--- src/rtl/alu_sequencer.sv ---
// rtl/alu_sequencer.sv - command sequencer driving an 8-bit ALU for ADD/SUB/MUL/DIV
// Optional op_cnt output is enabled with `define ALU_SEQ_CNT_EN.
module alu_sequencer (
   input  logic       clk,
   input  logic       rst,
   input  logic       cmd_valid,
   output logic       cmd_ready,
   input  logic [1:0] cmd_op,
   input  logic [7:0] cmd_a,
   input  logic [7:0] cmd_b,
   output logic       res_valid,
   input  logic       res_ready,
   output logic [7:0] res_lo,
   output logic [7:0] res_hi,
   output logic       res_zero,
   output logic       res_err,
   output logic [2:0] alu_opt,
   output logic [7:0] alu_numa,
   output logic [7:0] alu_numb,
   output logic [7:0] alu_ci,
   input  logic [7:0] alu_s,
   input  logic       alu_zero,
   input  logic       alu_co
`ifdef ALU_SEQ_CNT_EN
   ,
   output logic [15:0] op_cnt
`endif
);

   localparam logic [2:0] OPT_NOP = 3'd0;
   localparam logic [2:0] OPT_ADD = 3'd1;
   localparam logic [2:0] OPT_SUB = 3'd2;

   localparam logic [1:0] OP_ADD = 2'd0;
   localparam logic [1:0] OP_SUB = 2'd1;
   localparam logic [1:0] OP_MUL = 2'd2;
   localparam logic [1:0] OP_DIV = 2'd3;

   typedef enum logic [2:0] {IDLE, EXEC, MUL_LOOP, DIV_LOOP, DONE} state_t;

   state_t     state_q, state_d;
   logic [1:0] op_q, op_d;
   logic [7:0] a_q, a_d, b_q, b_d;
   logic [7:0] acc_hi_q, acc_hi_d, acc_lo_q, acc_lo_d;
   logic [2:0] cnt_q, cnt_d;
   logic [7:0] res_lo_q, res_lo_d, res_hi_q, res_hi_d;
   logic       res_zero_q, res_zero_d, res_err_q, res_err_d;
   logic [7:0] nxt_hi, nxt_lo;
   logic       div_ok;
`ifdef ALU_SEQ_CNT_EN
   logic [15:0] op_cnt_q, op_cnt_d;
`endif

   always_comb begin
      state_d    = state_q;
      op_d       = op_q;
      a_d        = a_q;
      b_d        = b_q;
      acc_hi_d   = acc_hi_q;
      acc_lo_d   = acc_lo_q;
      cnt_d      = cnt_q;
      res_lo_d   = res_lo_q;
      res_hi_d   = res_hi_q;
      res_zero_d = res_zero_q;
      res_err_d  = res_err_q;
      nxt_hi     = 8'd0;
      nxt_lo     = 8'd0;
      div_ok     = 1'b0;
      alu_opt    = OPT_NOP;
      alu_numa   = 8'd0;
      alu_numb   = 8'd0;
      cmd_ready  = 1'b0;
      res_valid  = 1'b0;
`ifdef ALU_SEQ_CNT_EN
      op_cnt_d   = op_cnt_q;
`endif
      case (state_q)
         IDLE: begin
            cmd_ready = ~rst;
            if (cmd_valid) begin
               op_d  = cmd_op;
               a_d   = cmd_a;
               b_d   = cmd_b;
               cnt_d = 3'd0;
               case (cmd_op)
                  OP_MUL: begin
                     acc_hi_d = 8'd0;
                     acc_lo_d = cmd_b;
                     state_d  = MUL_LOOP;
                  end
                  OP_DIV: begin
                     acc_hi_d = 8'd0;
                     acc_lo_d = cmd_a;
                     state_d  = (cmd_b == 8'd0) ? EXEC : DIV_LOOP;
                  end
                  default: state_d = EXEC;
               endcase
            end
         end
         EXEC: begin
            if (op_q == OP_DIV) begin
               res_lo_d   = 8'hFF;
               res_hi_d   = a_q;
               res_zero_d = 1'b0;
               res_err_d  = 1'b1;
            end else begin
               alu_opt    = (op_q == OP_SUB) ? OPT_SUB : OPT_ADD;
               alu_numa   = a_q;
               alu_numb   = b_q;
               res_lo_d   = alu_s;
               res_hi_d   = {7'd0, alu_co};
               res_zero_d = alu_zero & ~alu_co;
               res_err_d  = 1'b0;
            end
            state_d = DONE;
         end
         MUL_LOOP: begin
            // Shift the 17-bit {carry, sum, multiplier} right by one each step.
            alu_opt  = OPT_ADD;
            alu_numa = acc_hi_q;
            alu_numb = acc_lo_q[0] ? a_q : 8'd0;
            nxt_hi   = {alu_co, alu_s[7:1]};
            nxt_lo   = {alu_s[0], acc_lo_q[7:1]};
            acc_hi_d = nxt_hi;
            acc_lo_d = nxt_lo;
            cnt_d    = cnt_q + 3'd1;
            if (cnt_q == 3'd7) begin
               res_lo_d   = nxt_lo;
               res_hi_d   = nxt_hi;
               res_zero_d = ({nxt_hi, nxt_lo} == 16'd0);
               res_err_d  = 1'b0;
               state_d    = DONE;
            end
         end
         DIV_LOOP: begin
            // acc_hi holds the partial remainder, acc_lo the dividend/quotient.
            alu_opt  = OPT_SUB;
            alu_numa = {acc_hi_q[6:0], acc_lo_q[7]};
            alu_numb = b_q;
            div_ok   = acc_hi_q[7] | ~alu_co;
            nxt_hi   = div_ok ? alu_s : alu_numa;
            nxt_lo   = {acc_lo_q[6:0], div_ok};
            acc_hi_d = nxt_hi;
            acc_lo_d = nxt_lo;
            cnt_d    = cnt_q + 3'd1;
            if (cnt_q == 3'd7) begin
               res_lo_d   = nxt_lo;
               res_hi_d   = nxt_hi;
               res_zero_d = ({nxt_hi, nxt_lo} == 16'd0);
               res_err_d  = 1'b0;
               state_d    = DONE;
            end
         end
         DONE: begin
            res_valid = 1'b1;
            if (res_ready) begin
               state_d = IDLE;
`ifdef ALU_SEQ_CNT_EN
               if (op_cnt_q != 16'hFFFF) op_cnt_d = op_cnt_q + 16'd1;
`endif
            end
         end
         default: state_d = IDLE;
      endcase
   end

   always_ff @(posedge clk or posedge rst) begin
      if (rst) begin
         state_q    <= IDLE;
         op_q       <= 2'd0;
         a_q        <= 8'd0;
         b_q        <= 8'd0;
         acc_hi_q   <= 8'd0;
         acc_lo_q   <= 8'd0;
         cnt_q      <= 3'd0;
         res_lo_q   <= 8'd0;
         res_hi_q   <= 8'd0;
         res_zero_q <= 1'b0;
         res_err_q  <= 1'b0;
      end else begin
         state_q    <= state_d;
         op_q       <= op_d;
         a_q        <= a_d;
         b_q        <= b_d;
         acc_hi_q   <= acc_hi_d;
         acc_lo_q   <= acc_lo_d;
         cnt_q      <= cnt_d;
         res_lo_q   <= res_lo_d;
         res_hi_q   <= res_hi_d;
         res_zero_q <= res_zero_d;
         res_err_q  <= res_err_d;
      end
   end

`ifdef ALU_SEQ_CNT_EN
   always_ff @(posedge clk or posedge rst) begin
      if (rst) op_cnt_q <= 16'd0;
      else     op_cnt_q <= op_cnt_d;
   end
   assign op_cnt = op_cnt_q;
`endif

   assign res_lo   = res_lo_q;
   assign res_hi   = res_hi_q;
   assign res_zero = res_zero_q;
   assign res_err  = res_err_q;
   assign alu_ci   = 8'd0;

endmodule

--- config.mk ---
export PLATFORM = sky130hd
export DESIGN_NAME = alu_sequencer
export DESIGN_NICKNAME = d
export VERILOG_FILES = /design/src/rtl/alu_sequencer.sv
export SDC_FILE = /design/constraint.sdc
export NUM_CORES = 1
export LEC_CHECK = 0
export CAP_MARGIN = 20
export CORE_MARGIN = 2
export CORE_UTILIZATION = 45
export DETAILED_ROUTE_END_ITERATION = 8
export PLACE_DENSITY = 0.73
export SLEW_MARGIN = 30
export SYNTH_ARGS = -nofsm -noshare
export SYNTH_HDL_FRONTEND = slang
export SYNTH_SLANG_ARGS = --single-unit
--- constraint.sdc ---
create_clock -name clk -period 3.7 [get_ports clk]
set_input_delay 0.74 -clock clk [delete_from_list [all_inputs] [get_ports clk]]
set_output_delay 0.74 -clock clk [all_outputs]
set_load 0.05 [all_outputs]
# Word level (Yosys, flattened, before mapping)
# Index checks and enable logic that the tools add are counted.
# word_totals
n_memories,0
ramBits,0
romBits,0
latchBits,0
register_bits,58
out_inout_bits,47
inputBits,32
# classes
bitwise_logic,4
addsub,1
eq_ne,16
n_mul,0
muxes,40
shift,0
n_div,0
reduce_logical,17
order_cmp,0
# ops
cell,n
$pmux 8 s3,6
$mux 8,13
$logic_not 16->1,2
$pmux 8 s2,1
$mux 3,4
$pmux 3 s4,1
$reduce_and 3->1,4
$ne 2x2->1 const B,5
$logic_not 8->1,1
$mux 1,7
$eq 2x2->1 const B,3
$eq 3x2->1 const B,2
$eq 3x3->1 const B,2
$mux 2,3
$pmux 2 s3,1
$pmux 3 s2,1
$reduce_and 2->1,3
$reduce_bool 3->1,2
$pmux 2 s2,1
$reduce_bool 2->1,2
$reduce_or 2->1,2
$add 3x1->3 const B,1
$eq 3x1->1 const B,1
$logic_not 3->1,1
8 further kinds,9

# Longest topological paths before layout
# depth
ltp_word,6
mapped_depth,8
depth_no_buf,6

# Worst setup path after synthesis
# OpenSTA, ideal clock, no wires.
# synth_path
path_type,flip-flop to output port
start,reg state_q[0]
end,out cmd_ready
t_required_ns,2.960
arrival_time_ns,2.446
slack_ns,0.514
path_stages_with_launch,5
cell_sequence,dfrtp_1 buf_4 buf_2 buf_2 nor4_1
# synth_via
elab_chain_cells,2
# synth_rtl
item,line_no,source
start: declaration,41,"state_t state_q, state_d;"
start signal: assignment,181,state_q <= state_d;
$logic_not 3->1,77,case (state_q)
$mux 1,77,
end: declaration,7,"output logic cmd_ready,"
# Every way passes these cells.

# Worst setup path in the final report
# layout_path
start,reg state_q[1]
end,out alu_opt[0]
# layout_via
elab_chain_cells,2
word_cells_on_any_way,4
cone_classes,eq/ne: 3; mux: 1
# layout_rtl
item,line_no,source
$eq 3x2->1 or $eq 3x1->1 (tied branches),77,
$pmux 2 s3 *,77,
end: declaration,17,"output logic [2:0] alu_opt,"
# Every way passes the cells marked *; elsewhere a longest branch is shown, timed or not.

==> results_dict.tcl <==
set metrics [dict create \
    grt_pass1_wl_um 15300 \
    avgRoutedWirePerCell_um 18.5 \
    skew_ns 0.0102 \
    multi_input_area_sq_mm 0.00168 \
    vias_per_cell 5.92 \
    grt_overflow 0 \
    crit_path_end_kind "output pin" \
    yosysMostFrequentCell "dfrtp_1" \
    setup_tns_ns 0 \
    synth_top_area_share_pct 43.7 \
    io_pins 79 \
    ys_seq_area_share_pct 43.7 \
    io_buffer_count 69 \
    critPathMaxFanout 15 \
    synth_cell_types 43 \
    synth_flop_cell "dfrtp_1" \
    cp_slowest_cell "clkdlybuf4s50_1" \
    async_flop_share_pct 100 \
    max_freq_ghz 0.332 \
    pre_cts_ws_ns 0.773 \
    crit_arrival_ns 2.27 \
    antenna_left 0 \
    dp_hpwl_um 6810 \
    hold_violations 0 \
    p_per_area_mw_per_mm2 1100 \
    htree_levels 3 \
    status "finished clean" \
    postCtsSetupBuffers 0 \
    vias 2988 \
    numCtsBuffers 9 \
    critical_path.startpoint_type "flip-flop" \
    crit_path_frequent_cell "nor2_1" \
    rows 31 \
    remaining_drc_errors 0 \
    syn_inst 335 \
    wl_um 9370 \
    synth_common_cells "dfrtp_1, nand2_1, nor2_1" \
    layout.nets 435 \
    cp_slowest_stage_delay_ns 0.81 \
    clock_tree.buffer_depth 2 \
    final_cells 505 \
    cts_tree "done" \
    tightest_slew_ns 0.880 \
    setup.worst_path.class "reg -> out" \
    finalCriticalPeriod_ns 3.01 \
    gp_congestion 0.871 \
    synth-edff-count 0 \
    ys_warn_count 0 \
    initial_core_util_pct 46.0 \
    crit_chain "nand2b_4 -> nor2_1 -> a21oi_1 -> nor2_1 -> clkdlybuf4s50_1" \
    synth_area_sq_mm 0.00332 \
    design.core.area_sq_mm 0.00721 \
    track_usage_pct 24.0 \
    hold_path_class "reg -> reg" \
    worst_slack_ns 0.689 \
    dp.cells 489 \
    maxCapViolCount 0 \
    ir_drop_uv 478 \
    drive_gt1_share_pct 17.7 \
    ctsResizeCount 0 \
    yosys.area.top_type "dfrtp_1" \
    cts_hold_buffers 0 \
    syn_area_per_cell_sq_um 9.92 \
    antenna_found_initial 0 \
    drv_slew 0 \
    syn_to_final_growth_pct 32.6 \
    setup_viol 0 \
    slew_headroom_pct 41.3 \
    cts_root_buf "clkbuf_8" \
    regToRegSetupSlack_ns 1.43 \
    cts.clk_slew.worst_paths_ns 0.07 \
    grt_pass1_vias 2916 \
    drtIter0Drc 244 \
    critPathRequiredTime_ns 2.96 \
    clk_latency_ns 0.34 \
    n_fill_cell 630 \
    die_width_um 89.9 \
    grt_max_degree 48 \
    die_area_sq_mm 0.00809 \
    seq_area_sq_mm 0.00145 \
    p_leak_nw 1.93 \
    dr.pass1.iters 4 \
    cts.sinks 58 \
    grt_setup_unrepaired "no" \
    yosys-top-cells-area "dfrtp_1, mux2_2, nand2_1" \
    post-route-period-util_pct 81.4 \
    ys_ff_latch 58 \
    die_y_um 89.9 \
    n_antenna_cell 0 \
]
-- final timing paths --
path	to	start	cells after the start
max in group asynchronous	b_q[4]	rst	3
setup / recovery	alu_opt[0]	state_q[1]	5
hold / removal	res_lo[1]	res_lo[1]	2
hold reg to reg	res_lo[1]	res_lo[1]	2
min in group asynchronous	res_zero	rst	2
setup reg to reg	acc_lo_q[5]	state_q[1]	5
-- cells by family (layout without fill, tap and decap cells) --
logic type      Yosys count  after routing  share of synthesized area [%]
mux                      34             34                           10.9
other cells               1              9                          0.113
buf+inv                  38            101                           6.52
fa+ha+maj                 2              2                          0.753
simple gates            101            101                           15.7
flops                    58             58                           43.7
compound gates          101            101                           22.3
-- final cells by class --
cell class / instances / area share [%]
clock buffers: 11 / 3.44
well taps: 99 / 2.81
flip-flops and latches: 58 / 33.0
inverters: 8 / 0.682
repair buffers: 77 / 20.7
clock inverters: 5 / 1.19
multi-input cells: 247 / 38.2
-- metrics by stage --
step	hold slack (ns)	instance area (sq um)	total power, mW	utilization, %
after floorplan	0.468	3350	3.17	-
after global placement	0.463	4200	4.17	58.2
after detailed placement	0.470	4200	4.24	58.2
after CTS	0.485	4400	4.85	61.0
after global routing	0.506	4400	5.11	61.0
final	0.481	4400	4.85	61.0
-- power breakdown --
group	switching (mW)	internal (mW)	total, mW
sequential	0.342	0.948	1.29
clock	0.262	0.344	0.606
combinational	1.71	1.24	2.95
-- routing by layer --
layer	global-route usage (%)	routed length (um)	part of all wire [%]
met1	32.6	4100	44
met2	37.6	4460	48
met3	4.86	604	6.4
met4	10.1	199	2.1
met5	0	0	0
-- state kept, by name, summed over array words and instances (netlist names) --
register	count
a_q	8
acc_hi_q	8
acc_lo_q	8
b_q	8
res_hi	8
res_lo	8
cnt_q	3
state_q	3
op_q	2
res_err	1
res_zero	1
-- cells in the final DEF, fill, tap and decap left out, types with 3 or more instances in the layout --
master	count
a22o_1	19
and2_1	5
clkbuf_8	11
buf_4	8
dfrtp_1	58
a311oi_1	8
buf_12	16
o21ai_0	16
a21oi_1	11
a21o_1	13
nand4b_1	3
mux2i_1	17
nor2b_1	5
inv_1	7
nor2_1	20
o31ai_1	8
clkinv_2	3
clkdlybuf4s50_1	53
mux2_2	17
nand2_1	46
nor3_1	4
a31o_2	5
nor4_1	6
conb_1	9
a211oi_1	8
-- worst max-delay path, delay by kind of cell, from the launching register on --
family / cells / cell delay (ns)
simple gates: 3 / 0.48
buf+inv: 1 / 0.81
flops: 1 / 0.58
compound gates: 1 / 0.05
No activity file was read; power rests on OpenSTA's default activity.
